`src/rtl/bus_transfer_sequencer_if.sv`:
```
// Bus transfer sequencer interface: request handshake, MDR ready and bus/load controls.
interface bus_transfer_sequencer_if #(
    parameter int unsigned DEPTH = 4
);
    localparam int unsigned CW = $clog2(DEPTH) + 1;

    logic          req_valid;
    logic          req_ready;
    logic [4:0]    req_src;
    logic [4:0]    req_dst;
    logic          mdr_rdy;
    logic [4:0]    bus_sel;
    logic          bus_drive;
    logic [31:0]   dst_load;
    logic [CW-1:0] count;
    logic          busy;
    logic          err;

    // Control-unit side: issues requests and reports memory readiness.
    modport master (
        output req_valid, req_src, req_dst, mdr_rdy,
        input  req_ready, bus_sel, bus_drive, dst_load, count, busy, err
    );

    // Sequencer side.
    modport slave (
        input  req_valid, req_src, req_dst, mdr_rdy,
        output req_ready, bus_sel, bus_drive, dst_load, count, busy, err
    );
endinterface

```
`src/rtl/bus_transfer_sequencer.sv`:
```
// Queues register-to-register bus transfers and issues one per cycle onto the shared bus,
// holding MDR-sourced transfers until memory read data is ready.
module bus_transfer_sequencer #(
    parameter int unsigned DEPTH   = 4,
    parameter int unsigned NUM_SRC = 24,
    parameter int unsigned MDR_SRC = 21
) (
    input  logic                          clk,
    input  logic                          clr,
    bus_transfer_sequencer_if.slave       bus
);
    localparam int unsigned PW = $clog2(DEPTH);
    localparam int unsigned CW = PW + 1;

    typedef struct packed {
        logic [4:0] src;
        logic [4:0] dst;
    } xfer_t;

    typedef enum logic [1:0] {
        IDLE     = 2'd0,
        XFER     = 2'd1,
        WAIT_MDR = 2'd2
    } state_e;

    state_e        state_q;
    xfer_t         mem_q [DEPTH];
    logic [PW-1:0] rd_ptr_q;
    logic [PW-1:0] wr_ptr_q;
    logic [CW-1:0] count_q;
    logic [CW-1:0] count_d;
    logic          ready_q;
    logic          busy_q;
    logic          err_q;
    logic [4:0]    bus_sel_q;
    logic          bus_drive_q;
    logic [31:0]   dst_load_q;

    logic  fire;
    logic  legal;
    logic  push;
    logic  illegal;
    logic  pop;
    logic  nxt_avail;
    logic  nxt_wait;
    xfer_t in_req;
    xfer_t nxt_head;

    // Handshake decode and selection of the entry that will be at the head after this edge.
    always_comb begin
        fire     = bus.req_valid && ready_q;
        legal    = 32'(bus.req_src) < NUM_SRC;
        push     = fire && legal;
        illegal  = fire && !legal;
        pop      = (state_q == XFER);
        count_d  = count_q + CW'(push) - CW'(pop);
        in_req   = '{src: bus.req_src, dst: bus.req_dst};
        nxt_avail = 1'b0;
        nxt_head  = mem_q[rd_ptr_q];
        if (pop) begin
            // The entry behind the head may be the one arriving this very cycle.
            nxt_avail = (count_q > CW'(1)) || push;
            nxt_head  = (count_q > CW'(1)) ? mem_q[rd_ptr_q + PW'(1)] : in_req;
        end else begin
            nxt_avail = (count_q != '0);
        end
        nxt_wait = (nxt_head.src == 5'(MDR_SRC)) && !bus.mdr_rdy;
    end

    // FIFO storage; pointers and occupancy carry the flush on reset.
    always_ff @(posedge clk) begin
        if (push) begin
            mem_q[wr_ptr_q] <= in_req;
        end
    end

    // Sequencer FSM, FIFO pointers and registered bus controls.
    always_ff @(posedge clk or negedge clr) begin
        if (!clr) begin
            state_q     <= IDLE;
            rd_ptr_q    <= '0;
            wr_ptr_q    <= '0;
            count_q     <= '0;
            ready_q     <= 1'b1;
            busy_q      <= 1'b0;
            err_q       <= 1'b0;
            bus_sel_q   <= '0;
            bus_drive_q <= 1'b0;
            dst_load_q  <= '0;
        end else begin
            if (push) begin
                wr_ptr_q <= wr_ptr_q + PW'(1);
            end
            if (pop) begin
                rd_ptr_q <= rd_ptr_q + PW'(1);
            end
            if (illegal) begin
                err_q <= 1'b1;
            end
            count_q <= count_d;
            ready_q <= (count_d != CW'(DEPTH));
            busy_q  <= (count_d != '0);
            if (nxt_avail && !nxt_wait) begin
                state_q     <= XFER;
                bus_sel_q   <= nxt_head.src;
                bus_drive_q <= 1'b1;
                dst_load_q  <= 32'(1) << nxt_head.dst;
            end else begin
                state_q     <= nxt_avail ? WAIT_MDR : IDLE;
                bus_sel_q   <= '0;
                bus_drive_q <= 1'b0;
                dst_load_q  <= '0;
            end
        end
    end

    assign bus.req_ready = ready_q;
    assign bus.count     = count_q;
    assign bus.busy      = busy_q;
    assign bus.err       = err_q;
    assign bus.bus_sel   = bus_sel_q;
    assign bus.bus_drive = bus_drive_q;
    assign bus.dst_load  = dst_load_q;

endmodule

```
`src/flat_wrapper.sv`:
```
// flat-port wrapper written by rule: the top's interface ports become plain ports
module bus_transfer_sequencer_flat 
#(
    parameter int unsigned DEPTH   = 4,
    parameter int unsigned NUM_SRC = 24,
    parameter int unsigned MDR_SRC = 21
)
  (clk, clr, bus_req_valid, bus_req_src, bus_req_dst, bus_mdr_rdy, bus_req_ready, bus_bus_sel, bus_bus_drive, bus_dst_load, bus_count, bus_busy, bus_err);
  bus_transfer_sequencer_if #(.DEPTH(DEPTH)) bus_i ();
  input  logic clk;
  input  logic clr;
  input wire logic [$bits(bus_i.req_valid)-1:0] bus_req_valid;
  input wire logic [$bits(bus_i.req_src)-1:0] bus_req_src;
  input wire logic [$bits(bus_i.req_dst)-1:0] bus_req_dst;
  input wire logic [$bits(bus_i.mdr_rdy)-1:0] bus_mdr_rdy;
  output wire logic [$bits(bus_i.req_ready)-1:0] bus_req_ready;
  output wire logic [$bits(bus_i.bus_sel)-1:0] bus_bus_sel;
  output wire logic [$bits(bus_i.bus_drive)-1:0] bus_bus_drive;
  output wire logic [$bits(bus_i.dst_load)-1:0] bus_dst_load;
  output wire logic [$bits(bus_i.count)-1:0] bus_count;
  output wire logic [$bits(bus_i.busy)-1:0] bus_busy;
  output wire logic [$bits(bus_i.err)-1:0] bus_err;
  assign bus_i.req_valid = bus_req_valid;
  assign bus_i.req_src = bus_req_src;
  assign bus_i.req_dst = bus_req_dst;
  assign bus_i.mdr_rdy = bus_mdr_rdy;
  assign bus_req_ready = bus_i.req_ready;
  assign bus_bus_sel = bus_i.bus_sel;
  assign bus_bus_drive = bus_i.bus_drive;
  assign bus_dst_load = bus_i.dst_load;
  assign bus_count = bus_i.count;
  assign bus_busy = bus_i.busy;
  assign bus_err = bus_i.err;
  bus_transfer_sequencer #(.DEPTH(DEPTH), .NUM_SRC(NUM_SRC), .MDR_SRC(MDR_SRC)) u_core (.clk(clk), .clr(clr), .bus(bus_i));
endmodule
```
`config.mk`:
```
export PLATFORM = sky130hd
export DESIGN_NAME = bus_transfer_sequencer_flat
export DESIGN_NICKNAME = d
export VERILOG_FILES = /design/src/rtl/bus_transfer_sequencer_if.sv /design/src/rtl/bus_transfer_sequencer.sv /design/src/flat_wrapper.sv
export SDC_FILE = /design/constraint.sdc
export NUM_CORES = 1
export LEC_CHECK = 0
export BUFFER_PORTS_ARGS = -buffer_cell sky130_fd_sc_hd__buf_2
export CAP_MARGIN = 5
export CORE_ASPECT_RATIO = 0.8
export CORE_UTILIZATION = 60
export DETAILED_ROUTE_END_ITERATION = 16
export GPL_TIMING_DRIVEN = 1
export HOLD_SLACK_MARGIN = 0.1
export PLACE_DENSITY = 0.92
export SYNTH_ARGS = -nofsm -noshare
export SYNTH_HDL_FRONTEND = slang
export SYNTH_SLANG_ARGS = --single-unit
export TNS_END_PERCENT = 30
```
`constraint.sdc`:
```
create_clock -name clk -period 5.5 [get_ports clk]
set_clock_uncertainty 0.1 [all_clocks]
set_input_delay 0.825 -clock clk [delete_from_list [all_inputs] [get_ports clk]]
set_output_delay 0.825 -clock clk [all_outputs]
set_load 0.02 [all_outputs]
```
==> metrics.txt <==
# TYPE chip_impl_metric gauge
chip_impl_info{name="outcome",value="finished clean"} 1
chip_impl_metric{name="floorplan.initialDensity",unit=""} 0.621
chip_impl_metric{name="netSwitchingPower",unit="µW"} 1230
chip_impl_metric{name="peakVddDrop",unit="µV"} 459
chip_impl_metric{name="synth_area_per_cell",unit="µm²"} 14.3
chip_impl_metric{name="part_of_the_total_power_dissipated_in_combinational_logic",unit=""} 0.481
chip_impl_metric{name="total_clock_buffers_created_by_cts",unit=""} 9
chip_impl_metric{name="fp.dieArea",unit="µm²"} 6970
chip_impl_metric{name="drt_iter0_drcs",unit=""} 237
chip_impl_metric{name="syn-num-nets",unit=""} 301
chip_impl_metric{name="share_seq_of_total_power",unit=""} 0.350
chip_impl_metric{name="buffers_plus_inverters_on_the_worst_setup_path",unit=""} 1
chip_impl_metric{name="hold_path_depth",unit=""} 1
chip_impl_metric{name="transition_time_at_the_pin_with_the_least_slew_margin",unit="ps"} 1070
chip_impl_metric{name="core_region_area",unit="µm²"} 6410
chip_impl_metric{name="drt_wl_total",unit="mm"} 8.48
chip_impl_info{name="path_cells",value="inv_1, ha_1, a21boi_1, nor2_1, mux2_2, a211oi_2, nand4_1, and4b_1"} 1
chip_impl_metric{name="worst-endpoint-required",unit="ps"} 5650
chip_impl_metric{name="sequential_to_total_area_share_from_yosys_stat",unit=""} 0.610
chip_impl_metric{name="ys_warn_count",unit=""} 0
chip_impl_metric{name="nNetsFinal",unit=""} 355
chip_impl_info{name="cp_top_family",value="simple AND/OR/NAND/NOR gates"} 1
chip_impl_metric{name="hpwl",unit="mm"} 5.91
chip_impl_metric{name="area_share_of_the_largest_cell_type_after_synthesis",unit=""} 0.302
chip_impl_metric{name="mappedNetlistArea",unit="µm²"} 3980
chip_impl_metric{name="grt_start_max_net_pins",unit=""} 50
chip_impl_metric{name="finish.instance_area",unit="µm²"} 4500
chip_impl_metric{name="finalWorstPathRequiredPeriod",unit="ps"} 3660
chip_impl_info{name="tritoncts",value="built"} 1
chip_impl_metric{name="grt_overflow_total",unit=""} 0
chip_impl_metric{name="drv.max_cap_violation_count",unit=""} 0
chip_impl_info{name="worst_hold_path_type",value="register to register"} 1
chip_impl_metric{name="worst_stage_delay_on_the_critical_path",unit="ps"} 750
chip_impl_metric{name="total_leakage_power",unit="µW"} 0.00199
chip_impl_info{name="synth.area.top_cells",value="sky130_fd_sc_hd__dfrtp_1 (30%), sky130_fd_sc_hd__edfxtp_1 (30%), sky130_fd_sc_hd__mux4_2 (5.7%)"} 1
chip_impl_metric{name="grt_antenna_before_repair",unit=""} 0
chip_impl_metric{name="syn2layout_area_growth",unit="%"} 13.2
chip_impl_metric{name="number_of_endpoints_with_negative_hold_slack_in_the_final_report",unit=""} 0
chip_impl_metric{name="power.share.clock",unit=""} 0.170
chip_impl_metric{name="worst_slew_margin_relative_to_its_limit",unit=""} 0.288
chip_impl_metric{name="cts_sinks",unit=""} 89
chip_impl_metric{name="numPortBuffers",unit=""} 57
chip_impl_info{name="setup.worst_path.start_class",value="register"} 1
chip_impl_metric{name="dpl-instance-area",unit="µm²"} 4280
chip_impl_metric{name="floorplan.rows",unit=""} 26
chip_impl_metric{name="fin_setup_tns",unit="ps"} 0
chip_impl_metric{name="detailedPlace.worstSlack",unit="ps"} 1940
chip_impl_info{name="yosys.area.top_type",value="sky130_fd_sc_hd__dfrtp_1"} 1
chip_impl_metric{name="setup_violations",unit=""} 0
chip_impl_metric{name="die-height",unit="µm"} 74.8
chip_impl_metric{name="dr_total_vias",unit=""} 2655
chip_impl_metric{name="final_min_period_over_clock_period",unit=""} 0.666
chip_impl_metric{name="vias_in_the_first_global_route",unit=""} 2480
chip_impl_metric{name="max_freq",unit="GHz"} 0.273
chip_impl_metric{name="power_per_cell_area",unit="nW/µm²"} 630
chip_impl_metric{name="ys_async_sr_fraction",unit=""} 0.551
chip_impl_metric{name="cts.reportedPaths.clkPinSlew",unit="ps"} 90
chip_impl_metric{name="number_of_setup_buffers_added_after_cts",unit=""} 0
chip_impl_metric{name="final_worst_slack",unit="ps"} 1840
chip_impl_info{name="timing_worst_setup_path_type",value="register to register"} 1
chip_impl_metric{name="cp_num_cells",unit=""} 8
chip_impl_metric{name="count_of_pins_over_their_slew_limit",unit=""} 0
chip_impl_metric{name="layout-drive-gt1-share",unit=""} 0.309
chip_impl_metric{name="timing.reg2reg.worst_path_depth",unit=""} 8
chip_impl_metric{name="drtPass1Iterations",unit=""} 5
chip_impl_metric{name="antenna_left",unit=""} 0
chip_impl_metric{name="top_level_ports",unit=""} 58
chip_impl_metric{name="die-width",unit="µm"} 93.1
chip_impl_info{name="clock_root_buffer",value="sky130_fd_sc_hd__clkbuf_8"} 1
chip_impl_metric{name="synth_enable_flop_cells",unit=""} 40
chip_impl_metric{name="grt.total_usage",unit=""} 0.265
chip_impl_info{name="rsz0062_at_grt",value="no"} 1
chip_impl_metric{name="power.switching_fraction",unit=""} 0.435
chip_impl_metric{name="netlist-cell-type-count",unit=""} 47
chip_impl_info{name="synth_ff_type",value="sky130_fd_sc_hd__dfrtp_1"} 1
chip_impl_info{name="crit_path_top_delay_cell",value="sky130_fd_sc_hd__nand4_1"} 1
chip_impl_metric{name="h_tree_depth",unit=""} 3
chip_impl_metric{name="drcViolationCount",unit=""} 0
chip_impl_metric{name="p_int",unit="µW"} 1600
chip_impl_metric{name="gp_congestion",unit=""} 0.905
chip_impl_metric{name="clk_path_buf_depth",unit=""} 2
chip_impl_info{name="critical_path.endpoint_type",value="register"} 1
chip_impl_metric{name="critical_path.max_fanout",unit=""} 30
chip_impl_metric{name="insertion_delay",unit="ps"} 370
chip_impl_metric{name="cts_repair_resize_count",unit=""} 0
chip_impl_metric{name="grt_first_pass_wirelength",unit="mm"} 13.2
chip_impl_metric{name="vias_per_cell",unit=""} 6.31
chip_impl_metric{name="insertedDiodeCount",unit=""} 0
chip_impl_info{name="synth_top_cells_by_count",value="sky130_fd_sc_hd__dfrtp_1 (48), sky130_fd_sc_hd__edfxtp_1 (40), sky130_fd_sc_hd__and4_1 (24), sky130_fd_sc_hd__mux2i_1 (13), sky130_fd_sc_hd__nor2_1 (12)"} 1
chip_impl_metric{name="avgRoutedWirePerCell",unit="µm"} 20.1
chip_impl_info{name="post-synth-top-count-cell",value="sky130_fd_sc_hd__dfrtp_1"} 1
chip_impl_metric{name="syn-instance-count",unit=""} 278
chip_impl_metric{name="yosys_register_bits",unit=""} 89
chip_impl_metric{name="crit_arrival",unit="ps"} 3820
chip_impl_metric{name="post_cts_hold_buffer_count",unit=""} 0
[metal layers]
metal	global-route usage	share of wire	vias to the layer above
met5	0	0	-
met4	0.101	0.019	0
met3	0.0667	0.072	18
met2	0.425	0.49	135
met1	0.357	0.42	1329
li1	-	-	1173
[layout by cell type (no fill, tap or decap), types with 2 or more instances in the layout]
cell | Yosys | routed
sky130_fd_sc_hd__inv_1 | 9 | 9
sky130_fd_sc_hd__buf_2 | 4 | 57
sky130_fd_sc_hd__mux4_2 | 10 | 10
sky130_fd_sc_hd__edfxtp_1 | 40 | 40
sky130_fd_sc_hd__nor4_1 | 2 | 2
sky130_fd_sc_hd__mux2i_1 | 13 | 13
sky130_fd_sc_hd__nand3_1 | 8 | 8
sky130_fd_sc_hd__nor2_1 | 12 | 12
sky130_fd_sc_hd__nand2_1 | 10 | 10
sky130_fd_sc_hd__and2_1 | 6 | 6
sky130_fd_sc_hd__nand2b_1 | 2 | 2
sky130_fd_sc_hd__a21oi_1 | 9 | 9
sky130_fd_sc_hd__xnor2_1 | 3 | 3
sky130_fd_sc_hd__and4b_1 | 6 | 6
sky130_fd_sc_hd__nor3b_1 | 3 | 3
sky130_fd_sc_hd__ha_1 | 8 | 8
sky130_fd_sc_hd__and4_1 | 24 | 24
sky130_fd_sc_hd__a22oi_1 | 2 | 2
sky130_fd_sc_hd__o21ai_0 | 6 | 6
sky130_fd_sc_hd__clkinv_4 | 0 | 2
sky130_fd_sc_hd__a211oi_2 | 3 | 3
sky130_fd_sc_hd__dfrtp_1 | 48 | 48
sky130_fd_sc_hd__o22ai_1 | 7 | 7
sky130_fd_sc_hd__clkbuf_8 | 0 | 9
sky130_fd_sc_hd__nor3_1 | 3 | 3
sky130_fd_sc_hd__and3_1 | 2 | 2
sky130_fd_sc_hd__mux2_2 | 9 | 9
sky130_fd_sc_hd__inv_6 | 0 | 2
[state kept, by name, indices dropped and copies added (netlist names), 2 cells and up]
signal,cells
u_core.bus.bus_sel,5
u_core.bus.count,3
u_core.bus.dst_load,32
u_core.mem_q,40
u_core.rd_ptr_q,2
u_core.state_q,2
u_core.wr_ptr_q,2
[metrics by stage]
step                      utilization  hold slack (ps)  total power, µW  cells
after floorplan                     -              429             1980    278
after global placement          0.668              343             2260    405
after detailed placement        0.668              351             2330    405
after CTS                       0.703              377             2820    421
after global routing            0.703              411             3020    421
final                           0.703              372             2840    421
[final timing paths]
check,start,end,slack (ps)
min in group asynchronous,clr,u_core.bus.dst_load[3]$_DFF_PN0_,540
min reg2reg,u_core.bus.err$_DFFE_PN0P_,u_core.bus.err$_DFFE_PN0P_,370
min,u_core.bus.err$_DFFE_PN0P_,u_core.bus.err$_DFFE_PN0P_,370
max,u_core.bus.count[1]$_DFF_PN0_,u_core.bus.dst_load[12]$_DFF_PN0_,1840
max reg2reg,u_core.bus.count[1]$_DFF_PN0_,u_core.bus.dst_load[12]$_DFF_PN0_,1840
max in group asynchronous,clr,u_core.wr_ptr_q[0]$_DFFE_PN0P_,4100
[power by group through the flow]
stage	registers [µW]	clock network, µW	logic [µW]
floorplan	1080	0	901
global placement	994	0	1260
detailed placement	1010	0	1330
CTS	993	488	1340
global route	1020	512	1490
finish	993	482	1360
[final cells by class]
| type | instances | area [µm²] |
|---|---|---|
| clock inverter | 6 | 71.3 |
| timing repair buffer | 58 | 293 |
| clock buffer | 10 | 149 |
| multi-input combinational | 165 | 1420 |
| fill | 414 | 1900 |
| sequential | 89 | 2430 |
| inverter | 9 | 33.8 |
| tap | 84 | 105 |
[worst register-to-register path, delay by kind of cell (launching register included)]
| kind | cells | cell delay [ps] |
|---|---|---|
| adder cells (fa/ha/maj) | 1 | 210 |
| multiplexers | 1 | 420 |
| buffers and inverters | 1 | 100 |
| flip-flops | 1 | 450 |
| AND/OR/NAND/NOR | 3 | 1820 |
| AO/OA/AOI/OAI | 2 | 440 |
[logic make-up after synthesis]
kind of cell	Yosys count	synth area share
muxes	32	0.115
xor gates and xnor gates	4	0.00880
and+or+nand+nor	88	0.148
AOI/OAI and AO/OA	32	0.0563
DFF	89	0.610
buffers and inverters	24	0.0321
adders and majority gates	9	0.0302
Power figures use the tool's default switching activity.
